<file path="config.mk">
export PLATFORM = sky130hd
export DESIGN_NAME = uio_ide_master_flat
export DESIGN_NICKNAME = d
export VERILOG_FILES = /design/src/rtl/uio_ide_master_pkg.sv /design/src/rtl/uio_ide_master_if.sv /design/src/rtl/uio_ide_master.sv /design/src/flat_wrapper.sv
export SDC_FILE = /design/constraint.sdc
export NUM_CORES = 1
export LEC_CHECK = 0
export ABC_AREA = 1
export ABC_CLOCK_PERIOD_IN_PS = 4300
export CORE_ASPECT_RATIO = 0.8
export CORE_MARGIN = 2
export CORE_UTILIZATION = 40
export CTS_CLUSTER_DIAMETER = 80
export DETAILED_ROUTE_END_ITERATION = 10
export PLACE_DENSITY = 0.77
export SLEW_MARGIN = 10
export SYNTH_ARGS = -nofsm -noshare
export SYNTH_HDL_FRONTEND = slang
export SYNTH_SLANG_ARGS = --single-unit
</file>
<file path="constraint.sdc">
create_clock -name clk_sys -period 4.3 [get_ports clk_sys]
set_input_delay 0.86 -clock clk_sys [delete_from_list [all_inputs] [get_ports clk_sys]]
set_output_delay 0.86 -clock clk_sys [all_outputs]
set_load 0.05 [all_outputs]
</file>
<file path="src/rtl/uio_ide_master_pkg.sv">
// ---------------------------------------------------------------------------
// uio_ide_master_pkg
// Shared definitions for the UIO IDE mailbox initiator: command words for
// the bridge, the chip-select pattern that frames a register address, the
// tag the bridge puts on a status reply, job opcodes and FSM states.
// ---------------------------------------------------------------------------
package uio_ide_master_pkg;

    localparam int STROBE_GAP_DEF = 4;
    localparam int CLOSE_GAP_DEF  = 2;
    localparam int LEN_W_DEF      = 9;
    localparam int UIO_W          = 16;
    localparam int TMR_W          = 4;

    localparam logic [15:0] UIO_IDE_WR   = 16'h0061;
    localparam logic [15:0] UIO_IDE_RD   = 16'h0062;
    localparam logic [15:0] UIO_IDE_STAT = 16'h0063;

    localparam logic [6:0] IDE_CS_PATTERN = 7'b1111000;
    localparam logic [3:0] STAT_TAG       = 4'hE;

    typedef enum logic [1:0] {
        OP_STATUS = 2'd0,
        OP_WRITE  = 2'd1,
        OP_READ   = 2'd2,
        OP_RSVD   = 2'd3
    } op_e;

    typedef enum logic [2:0] {
        ST_IDLE,
        ST_OPEN,
        ST_CMD,
        ST_ADDR,
        ST_PAD,
        ST_DATA,
        ST_CLOSE
    } state_e;

    // The reserved opcode behaves like a status poll, so it is folded
    // away at accept time and the FSM only ever sees three job kinds.
    function automatic op_e decodeOp(input logic [1:0] op);
        op_e result;
        case (op)
            2'd1:    result = OP_WRITE;
            2'd2:    result = OP_READ;
            default: result = OP_STATUS;
        endcase
        return result;
    endfunction

    // First word of every frame tells the bridge what kind of job follows.
    function automatic logic [15:0] cmdWord(input op_e op);
        logic [15:0] result;
        case (op)
            OP_WRITE: result = UIO_IDE_WR;
            OP_READ:  result = UIO_IDE_RD;
            default:  result = UIO_IDE_STAT;
        endcase
        return result;
    endfunction

    // Register address word: chip-select pattern, bank bit, then the
    // register number in the low nibble.
    function automatic logic [15:0] addrWord(input logic [4:0] addr);
        return {IDE_CS_PATTERN, addr[4], 4'b0000, addr[3:0]};
    endfunction

endpackage

</file>
<file path="src/rtl/uio_ide_master_if.sv">
// ---------------------------------------------------------------------------
// uio_ide_master_if
// UIO bus between the IDE mailbox initiator and the FPGA-side bridge.
//   io_uio    frame enable (master -> bridge)
//   io_strobe one-cycle word strobe (master -> bridge)
//   io_fpga   FPGA channel select, unused here (master -> bridge)
//   io_din    word presented in the strobe cycle (master -> bridge)
//   io_dout   bridge response, valid after a strobe (bridge -> master)
// ---------------------------------------------------------------------------
interface uio_ide_master_if;
    import uio_ide_master_pkg::*;

    logic             io_uio;
    logic             io_strobe;
    logic             io_fpga;
    logic [UIO_W-1:0] io_din;
    logic [UIO_W-1:0] io_dout;

    modport master (
        output io_uio,
        output io_strobe,
        output io_fpga,
        output io_din,
        input  io_dout
    );

    modport slave (
        input  io_uio,
        input  io_strobe,
        input  io_fpga,
        input  io_din,
        output io_dout
    );

endinterface

</file>
<file path="src/rtl/uio_ide_master.sv">
// ---------------------------------------------------------------------------
// uio_ide_master
// Turns controller-CPU IDE jobs (status poll, write N words, read N words)
// into framed word sequences on the UIO bus and captures returned words.
//   clk_sys, reset            clock, synchronous active-high reset
//   req_valid/ready/op/addr/len  job request handshake
//   wr_data/valid/ready       write data stream into the bridge
//   rd_data/valid/ready       read data stream out of the bridge
//   stat_req/stat_valid       ide_req snapshot from the last status job
//   busy, done                job in progress, one-cycle job-close pulse
//   uio                       UIO bus (master modport)
// ---------------------------------------------------------------------------
module uio_ide_master
    import uio_ide_master_pkg::*;
#(
    parameter int STROBE_GAP = STROBE_GAP_DEF,
    parameter int CLOSE_GAP  = CLOSE_GAP_DEF,
    parameter int LEN_W      = LEN_W_DEF
) (
    input  logic             clk_sys,
    input  logic             reset,
    input  logic             req_valid,
    output logic             req_ready,
    input  logic [1:0]       req_op,
    input  logic [4:0]       req_addr,
    input  logic [LEN_W-1:0] req_len,
    input  logic [15:0]      wr_data,
    input  logic             wr_valid,
    output logic             wr_ready,
    output logic [15:0]      rd_data,
    output logic             rd_valid,
    input  logic             rd_ready,
    output logic [5:0]       stat_req,
    output logic             stat_valid,
    output logic             busy,
    output logic             done,
    uio_ide_master_if.master uio
);

    localparam logic [TMR_W-1:0] TMR_ONE   = TMR_W'(1);
    localparam logic [TMR_W-1:0] TMR_GAP   = TMR_W'(STROBE_GAP - 1);
    localparam logic [TMR_W-1:0] TMR_CLOSE = TMR_W'(CLOSE_GAP - 1);
    localparam logic [LEN_W-1:0] CNT_ONE   = LEN_W'(1);

    state_e           state_q, state_d;
    op_e              op_q, op_d;
    logic [4:0]       addr_q, addr_d;
    logic [LEN_W-1:0] cnt_q, cnt_d;
    logic [TMR_W-1:0] tmr_q, tmr_d;
    logic             rdCapt_q, rdCapt_d;
    logic             statCapt_q, statCapt_d;
    logic [15:0]      rdData_q, rdData_d;
    logic             rdValid_q, rdValid_d;
    logic [5:0]       statReq_q, statReq_d;
    logic             statValid_q, statValid_d;
    logic             done_q, done_d;
    logic             strobe;
    logic [15:0]      din;
    logic             wrTake;

    // State register. Reset drops straight to IDLE, which closes any open
    // frame on the next edge and throws away a word waiting in rd_data.
    always_ff @(posedge clk_sys) begin
        if (reset) begin
            state_q     <= ST_IDLE;
            op_q        <= OP_STATUS;
            addr_q      <= '0;
            cnt_q       <= '0;
            tmr_q       <= '0;
            rdCapt_q    <= 1'b0;
            statCapt_q  <= 1'b0;
            rdData_q    <= '0;
            rdValid_q   <= 1'b0;
            statReq_q   <= '0;
            statValid_q <= 1'b0;
            done_q      <= 1'b0;
        end else begin
            state_q     <= state_d;
            op_q        <= op_d;
            addr_q      <= addr_d;
            cnt_q       <= cnt_d;
            tmr_q       <= tmr_d;
            rdCapt_q    <= rdCapt_d;
            statCapt_q  <= statCapt_d;
            rdData_q    <= rdData_d;
            rdValid_q   <= rdValid_d;
            statReq_q   <= statReq_d;
            statValid_q <= statValid_d;
            done_q      <= done_d;
        end
    end

    // Next-state and strobe generation. A single timer enforces the
    // strobe-to-strobe gap and also times the low phase after a job.
    // Data strobes for reads wait until the output register will be free,
    // and the frame only closes once the final read word has landed in
    // rd_data, so the bridge never overruns the consumer.
    always_comb begin
        state_d     = state_q;
        op_d        = op_q;
        addr_d      = addr_q;
        cnt_d       = cnt_q;
        tmr_d       = tmr_q;
        rdCapt_d    = 1'b0;
        statCapt_d  = 1'b0;
        done_d      = 1'b0;
        strobe      = 1'b0;
        din         = '0;
        wrTake      = 1'b0;
        rdData_d    = rdData_q;
        rdValid_d   = rdValid_q;
        statReq_d   = statReq_q;
        statValid_d = 1'b0;

        if (tmr_q != '0) begin
            tmr_d = tmr_q - TMR_ONE;
        end

        case (state_q)
            ST_IDLE: begin
                if (req_valid) begin
                    state_d = ST_OPEN;
                    op_d    = decodeOp(req_op);
                    addr_d  = req_addr;
                    cnt_d   = req_len;
                    tmr_d   = '0;
                end
            end
            ST_OPEN: begin
                state_d = ST_CMD;
            end
            ST_CMD: begin
                if (tmr_q == '0) begin
                    strobe = 1'b1;
                    din    = cmdWord(op_q);
                    if (op_q == OP_STATUS) begin
                        statCapt_d = 1'b1;
                        state_d    = ST_CLOSE;
                        tmr_d      = TMR_CLOSE;
                        done_d     = 1'b1;
                    end else begin
                        state_d = ST_ADDR;
                        tmr_d   = TMR_GAP;
                    end
                end
            end
            ST_ADDR: begin
                if (tmr_q == '0) begin
                    strobe  = 1'b1;
                    din     = addrWord(addr_q);
                    state_d = ST_PAD;
                    tmr_d   = TMR_GAP;
                end
            end
            ST_PAD: begin
                if (tmr_q == '0) begin
                    strobe  = 1'b1;
                    state_d = ST_DATA;
                    tmr_d   = TMR_GAP;
                end
            end
            ST_DATA: begin
                if (cnt_q == '0) begin
                    if (!rdCapt_q) begin
                        state_d = ST_CLOSE;
                        tmr_d   = TMR_CLOSE;
                        done_d  = 1'b1;
                    end
                end else if (tmr_q == '0) begin
                    if (op_q == OP_WRITE) begin
                        if (wr_valid) begin
                            strobe = 1'b1;
                            din    = wr_data;
                            wrTake = 1'b1;
                            cnt_d  = cnt_q - CNT_ONE;
                            tmr_d  = TMR_GAP;
                        end
                    end else if (!rdCapt_q && (!rdValid_q || rd_ready)) begin
                        strobe   = 1'b1;
                        rdCapt_d = 1'b1;
                        cnt_d    = cnt_q - CNT_ONE;
                        tmr_d    = TMR_GAP;
                    end
                end
            end
            ST_CLOSE: begin
                if (tmr_q == '0) begin
                    state_d = ST_IDLE;
                end
            end
            default: begin
                state_d = ST_IDLE;
            end
        endcase

        // Read word register: a fresh capture wins over a consumer accept.
        if (rdCapt_q) begin
            rdData_d  = uio.io_dout;
            rdValid_d = 1'b1;
        end else if (rdValid_q && rd_ready) begin
            rdValid_d = 1'b0;
        end

        // Status replies without the bridge tag are ignored entirely.
        if (statCapt_q && (uio.io_dout[15:12] == STAT_TAG)) begin
            statReq_d   = uio.io_dout[5:0];
            statValid_d = 1'b1;
        end
    end

    assign req_ready     = (state_q == ST_IDLE);
    assign busy          = (state_q != ST_IDLE);
    assign done          = done_q;
    assign wr_ready      = wrTake;
    assign rd_data       = rdData_q;
    assign rd_valid      = rdValid_q;
    assign stat_req      = statReq_q;
    assign stat_valid    = statValid_q;
    assign uio.io_uio    = (state_q == ST_OPEN) || (state_q == ST_CMD) ||
                           (state_q == ST_ADDR) || (state_q == ST_PAD) ||
                           (state_q == ST_DATA);
    assign uio.io_strobe = strobe;
    assign uio.io_fpga   = 1'b0;
    assign uio.io_din    = din;

endmodule
</file>
<file path="src/flat_wrapper.sv">
// flat-port wrapper written by rule: the top's interface ports become plain ports
module uio_ide_master_flat import uio_ide_master_pkg::*;
#(
    parameter int STROBE_GAP = STROBE_GAP_DEF,
    parameter int CLOSE_GAP  = CLOSE_GAP_DEF,
    parameter int LEN_W      = LEN_W_DEF
)
  (clk_sys, reset, req_valid, req_ready, req_op, req_addr, req_len, wr_data, wr_valid, wr_ready, rd_data, rd_valid, rd_ready, stat_req, stat_valid, busy, done, uio_io_uio, uio_io_strobe, uio_io_fpga, uio_io_din, uio_io_dout);
  uio_ide_master_if uio_i ();
  input  logic clk_sys;
  input  logic reset;
  input  logic req_valid;
  output logic req_ready;
  input  logic [1:0] req_op;
  input  logic [4:0] req_addr;
  input  logic [LEN_W-1:0] req_len;
  input  logic [15:0] wr_data;
  input  logic wr_valid;
  output logic wr_ready;
  output logic [15:0] rd_data;
  output logic rd_valid;
  input  logic rd_ready;
  output logic [5:0] stat_req;
  output logic stat_valid;
  output logic busy;
  output logic done;
  output wire logic [$bits(uio_i.io_uio)-1:0] uio_io_uio;
  output wire logic [$bits(uio_i.io_strobe)-1:0] uio_io_strobe;
  output wire logic [$bits(uio_i.io_fpga)-1:0] uio_io_fpga;
  output wire logic [$bits(uio_i.io_din)-1:0] uio_io_din;
  input wire logic [$bits(uio_i.io_dout)-1:0] uio_io_dout;
  assign uio_io_uio = uio_i.io_uio;
  assign uio_io_strobe = uio_i.io_strobe;
  assign uio_io_fpga = uio_i.io_fpga;
  assign uio_io_din = uio_i.io_din;
  assign uio_i.io_dout = uio_io_dout;
  uio_ide_master #(.STROBE_GAP(STROBE_GAP), .CLOSE_GAP(CLOSE_GAP), .LEN_W(LEN_W)) u_core (.clk_sys(clk_sys), .reset(reset), .req_valid(req_valid), .req_ready(req_ready), .req_op(req_op), .req_addr(req_addr), .req_len(req_len), .wr_data(wr_data), .wr_valid(wr_valid), .wr_ready(wr_ready), .rd_data(rd_data), .rd_valid(rd_valid), .rd_ready(rd_ready), .stat_req(stat_req), .stat_valid(stat_valid), .busy(busy), .done(done), .uio(uio_i));
endmodule
</file>
==> impl_metrics.tcl <==
set metrics [dict create \
    power_leakage_nw 1.73 \
    cp.arrival_ns 3.07 \
    wl_per_cell_microns 12.6 \
    reg2reg_to "u_core.tmr_q[0]$_SDFF_PP0_" \
    synthDominantAreaCellType "sky130_fd_sc_hd__dfxtp_1" \
    totalNegativeSetupSlack_ns 0 \
    rsz_0062_raised_after_global_routing "no" \
    critical_path_cell_count 6 \
    dominantRegCellSynth "sky130_fd_sc_hd__dfxtp_1" \
    synthesized_area_per_cell_sq_um 6.34 \
    wirelength_microns 7600 \
    kind_of_cell_adding_the_most_delay_to_the_critical_path "buffers and inverters" \
    seq_area_frac_synth_pct 37.2 \
    power.sequential.fraction_pct 30.1 \
    die_area_sq_um 7400 \
    synth-edff-count 0 \
    ff2ff_path_depth 11 \
    power.share.switching_pct 48.9 \
    critical_path_required_ns 3.44 \
    postCtsResizedCells 0 \
    synth_most_common_cell "sky130_fd_sc_hd__nand2_1" \
    setup_viol 0 \
    critical_path_peak_fanout 13 \
    remaining_drc_errors 0 \
    combined_area_of_all_synthesized_cells_sq_um 2690 \
    final_cell_count_no_fill 601 \
    die_w_microns 95.7 \
    clockRootBuffer "sky130_fd_sc_hd__clkbuf_8" \
    core_region_area_sq_um 6440 \
    cts.sink_count 50 \
    final_period_minus_worst_setup_slack_ns 3.93 \
    yosysWarnings 0 \
    count_of_state_elements_after_synthesis 50 \
    drt.antenna.violating_nets 0 \
    top_usage_layer "met2" \
    io_pins 100 \
    max_cap_viol_count 0 \
    switchingPower_mw 1.02 \
    synthTopCellsByCount "95 x sky130_fd_sc_hd__nand2_1, 88 x sky130_fd_sc_hd__nor2_1, 50 x sky130_fd_sc_hd__dfxtp_1, 46 x sky130_fd_sc_hd__inv_1, 42 x sky130_fd_sc_hd__o21ai_0" \
    cts_inserted_buffers 5 \
    hold_viol 0 \
    timing.final.crit_share_pct 91.4 \
    critPathLaunchType "input port" \
    postSynth.asyncResetShare_pct 0 \
    first_pass_drt_iterations 4 \
    worst_slew_margin_rel_pct 49.5 \
    io_buffer_count 98 \
    worstSetupEndpoint "uio_io_din[9]" \
    chipHeight_microns 77.3 \
    achievable-frequency_mhz 254 \
    max_slew.worst_pin.slew_ns 0.756 \
    synth_cell_types 32 \
    cts_tree "built" \
    gp_congestion 0.978 \
    syn2layout_area_growth_pct 41.1 \
    drive_above_1_share_pct 5.61 \
    worstPathBufferInverterCount 3 \
    clock_network_power_share_pct 13.3 \
    gr-usage-met1_pct 26.0 \
    cts_post_setup_buffers_inserted 0 \
    detailroute.via_count 2975 \
    worst_path_max_delay_cell "sky130_fd_sc_hd__clkdlybuf4s50_1" \
    grt_pass1_vias 2623 \
    post_drt_via_cell_ratio 4.95 \
    clk_path_buf_depth 2 \
    cts_max_level 2 \
    finalNetCount 573 \
    dp_hpwl_microns 5780 \
    power.ir.vdd_worst_uv 287 \
    nFillCells 619 \
    status "completed" \
    gr-usage-all-layers_pct 20.1 \
    gr-usage-met3_pct 3.50 \
    antenna_found_initial 0 \
    grt-ovfl-total 0 \
    multi_input_area_sq_um 1410 \
    power.density_nw_per_um2 552 \
    syn-instance-count 424 \
    highest_cell_delay_on_the_worst_timing_path_ns 0.80 \
    initial_utilization_pct 41.7 \
    critical_path.startpoint "wr_valid" \
    met2_track_utilization_from_global_routing_pct 34.1 \
    grt_max_degree 26 \
    path_clk_slew_ns 0.09 \
    critical_path.reg2reg.startpoint "u_core.tmr_q[0]$_SDFF_PP0_" \
    path_class "input port to primary output" \
    final-seq-area_sq_um 1000 \
    n_antenna_cell 0 \
    worst_path_most_repeated_cell "sky130_fd_sc_hd__clkdlybuf4s50_1" \
    min_path_type "register to register" \
    reg2reg_slack_ns 2.41 \
    net_count_of_the_mapped_netlist 481 \
    intPower_mw 1.07 \
    critical_path.cell_chain "clkdlybuf4s50_1 -> nand3_1 -> nor3_4 -> inv_1 -> nor2_1 -> clkdlybuf4s50_1" \
    clock_skew_ns 0.00958 \
    worstSetupEndpointType "primary output" \
    drt_first_iter_violations 240 \
    post_synth_top_area_share_pct 37.2 \
    placement_rows 26 \
    clock_insertion_delay_at_the_later_pin_of_the_skew_report_ns 0.31 \
    power_frac_comb_pct 56.6 \
    post_synth_main_area_contributors "sky130_fd_sc_hd__dfxtp_1 37%, sky130_fd_sc_hd__nand2_1 13%, sky130_fd_sc_hd__nor2_1 12%, sky130_fd_sc_hd__o21ai_0 7.8%, sky130_fd_sc_hd__inv_1 6.4%" \
    grt_pass1_wl_microns 12000 \
    holdBufCountCts 0 \
    maxSlewViolCount 0 \
    placed_cells 593 \
]
[placed cells by master, fill, tap and decap left out, types with 3 or more instances in the layout]
cell type / count
sky130_fd_sc_hd__a21oi_1: 20
sky130_fd_sc_hd__buf_4: 8
sky130_fd_sc_hd__clkbuf_8: 5
sky130_fd_sc_hd__clkdlybuf4s50_1: 94
sky130_fd_sc_hd__dfxtp_1: 50
sky130_fd_sc_hd__ha_1: 4
sky130_fd_sc_hd__inv_1: 46
sky130_fd_sc_hd__inv_2: 5
sky130_fd_sc_hd__nand2_1: 95
sky130_fd_sc_hd__nand3_1: 27
sky130_fd_sc_hd__nand3b_1: 4
sky130_fd_sc_hd__nand4_1: 3
sky130_fd_sc_hd__nor2_1: 88
sky130_fd_sc_hd__nor2_2: 3
sky130_fd_sc_hd__o21ai_0: 42
[through the flow]
step,instance area (sq um),hold WS [ns],power [mW],setup WS [ns],utilization [%]
final,3790,0.459,2.09,0.369,58.9
after global routing,3790,0.485,2.26,0.254,58.9
after CTS,3790,0.465,2.09,0.367,58.9
after detailed placement,3700,0.452,1.80,0.378,57.5
after global placement,3700,0.449,1.78,0.419,57.5
after floorplan,2690,0.425,1.50,1.30,-
[worst reg2reg max path, delay by kind of cell (launching register included)]
family / cells / cell delay [ns]
buffers and inverters: 3 / 0.30
DFF: 1 / 0.42
and+or+nand+nor: 6 / 0.57
adders and majority gates: 2 / 0.53
[registers in the layout, indices dropped and copies added (netlist names), 2 cells and up]
name	flops
u_core.rd_data	16
u_core.cnt_q	9
u_core.stat_req	6
u_core.addr_q	5
u_core.tmr_q	4
u_core.state_q	3
u_core.op_q	2
[cells by family (layout without fill, tap and decap cells)]
logic type / after synthesis / in the layout / share of synthesized area (%)
buffers and inverters: 68 / 161 / 10.5
XOR/XNOR: 2 / 2 / 0.652
adder cells (fa/ha/maj): 4 / 4 / 1.86
AO/OA/AOI/OAI: 70 / 70 / 13.7
flip-flops: 50 / 50 / 37.2
other: 1 / 1 / 0.139
AND/OR/NAND/NOR: 229 / 229 / 35.9
[power groups by stage]
stage / sequential (mW) / clock, mW / combinational (mW)
after global placement: 0.634 / 0 / 1.14
after global routing: 0.642 / 0.301 / 1.32
after floorplan: 0.631 / 0 / 0.871
final: 0.630 / 0.278 / 1.18
after CTS: 0.627 / 0.282 / 1.18
after detailed placement: 0.637 / 0 / 1.17
[cell type report]
type,instances,share of cell area [%]
repair buffers,102,26.4
clock inverters,3,0.561
multi-input cells,306,37.0
flip-flops and latches,50,26.4
clock buffers,5,1.81
inverters,51,5.05
well taps,84,2.77
[per-layer routing]
layer  up-vias  share of wire, %
met5         -                 0
met4         0               1.3
met3         9               7.4
met2       113                47
met1      1337                44
li1       1516                 -
[worst min-delay path by stage]
stage                                  startpoint                            end  cells past startpoint  slack [ns]
CTS                 u_core.addr_q[4]$_SDFFE_PP0P_  u_core.addr_q[4]$_SDFFE_PP0P_                      2        0.47
global route        u_core.addr_q[4]$_SDFFE_PP0P_  u_core.addr_q[4]$_SDFFE_PP0P_                      2        0.49
floorplan           u_core.addr_q[2]$_SDFFE_PP0P_  u_core.addr_q[2]$_SDFFE_PP0P_                      2        0.42
finish              u_core.addr_q[4]$_SDFFE_PP0P_  u_core.addr_q[4]$_SDFFE_PP0P_                      2        0.46
global placement    u_core.addr_q[3]$_SDFFE_PP0P_  u_core.addr_q[3]$_SDFFE_PP0P_                      2        0.45
detailed placement  u_core.addr_q[4]$_SDFFE_PP0P_  u_core.addr_q[4]$_SDFFE_PP0P_                      2        0.45
(Power assumes the default switching activity.)
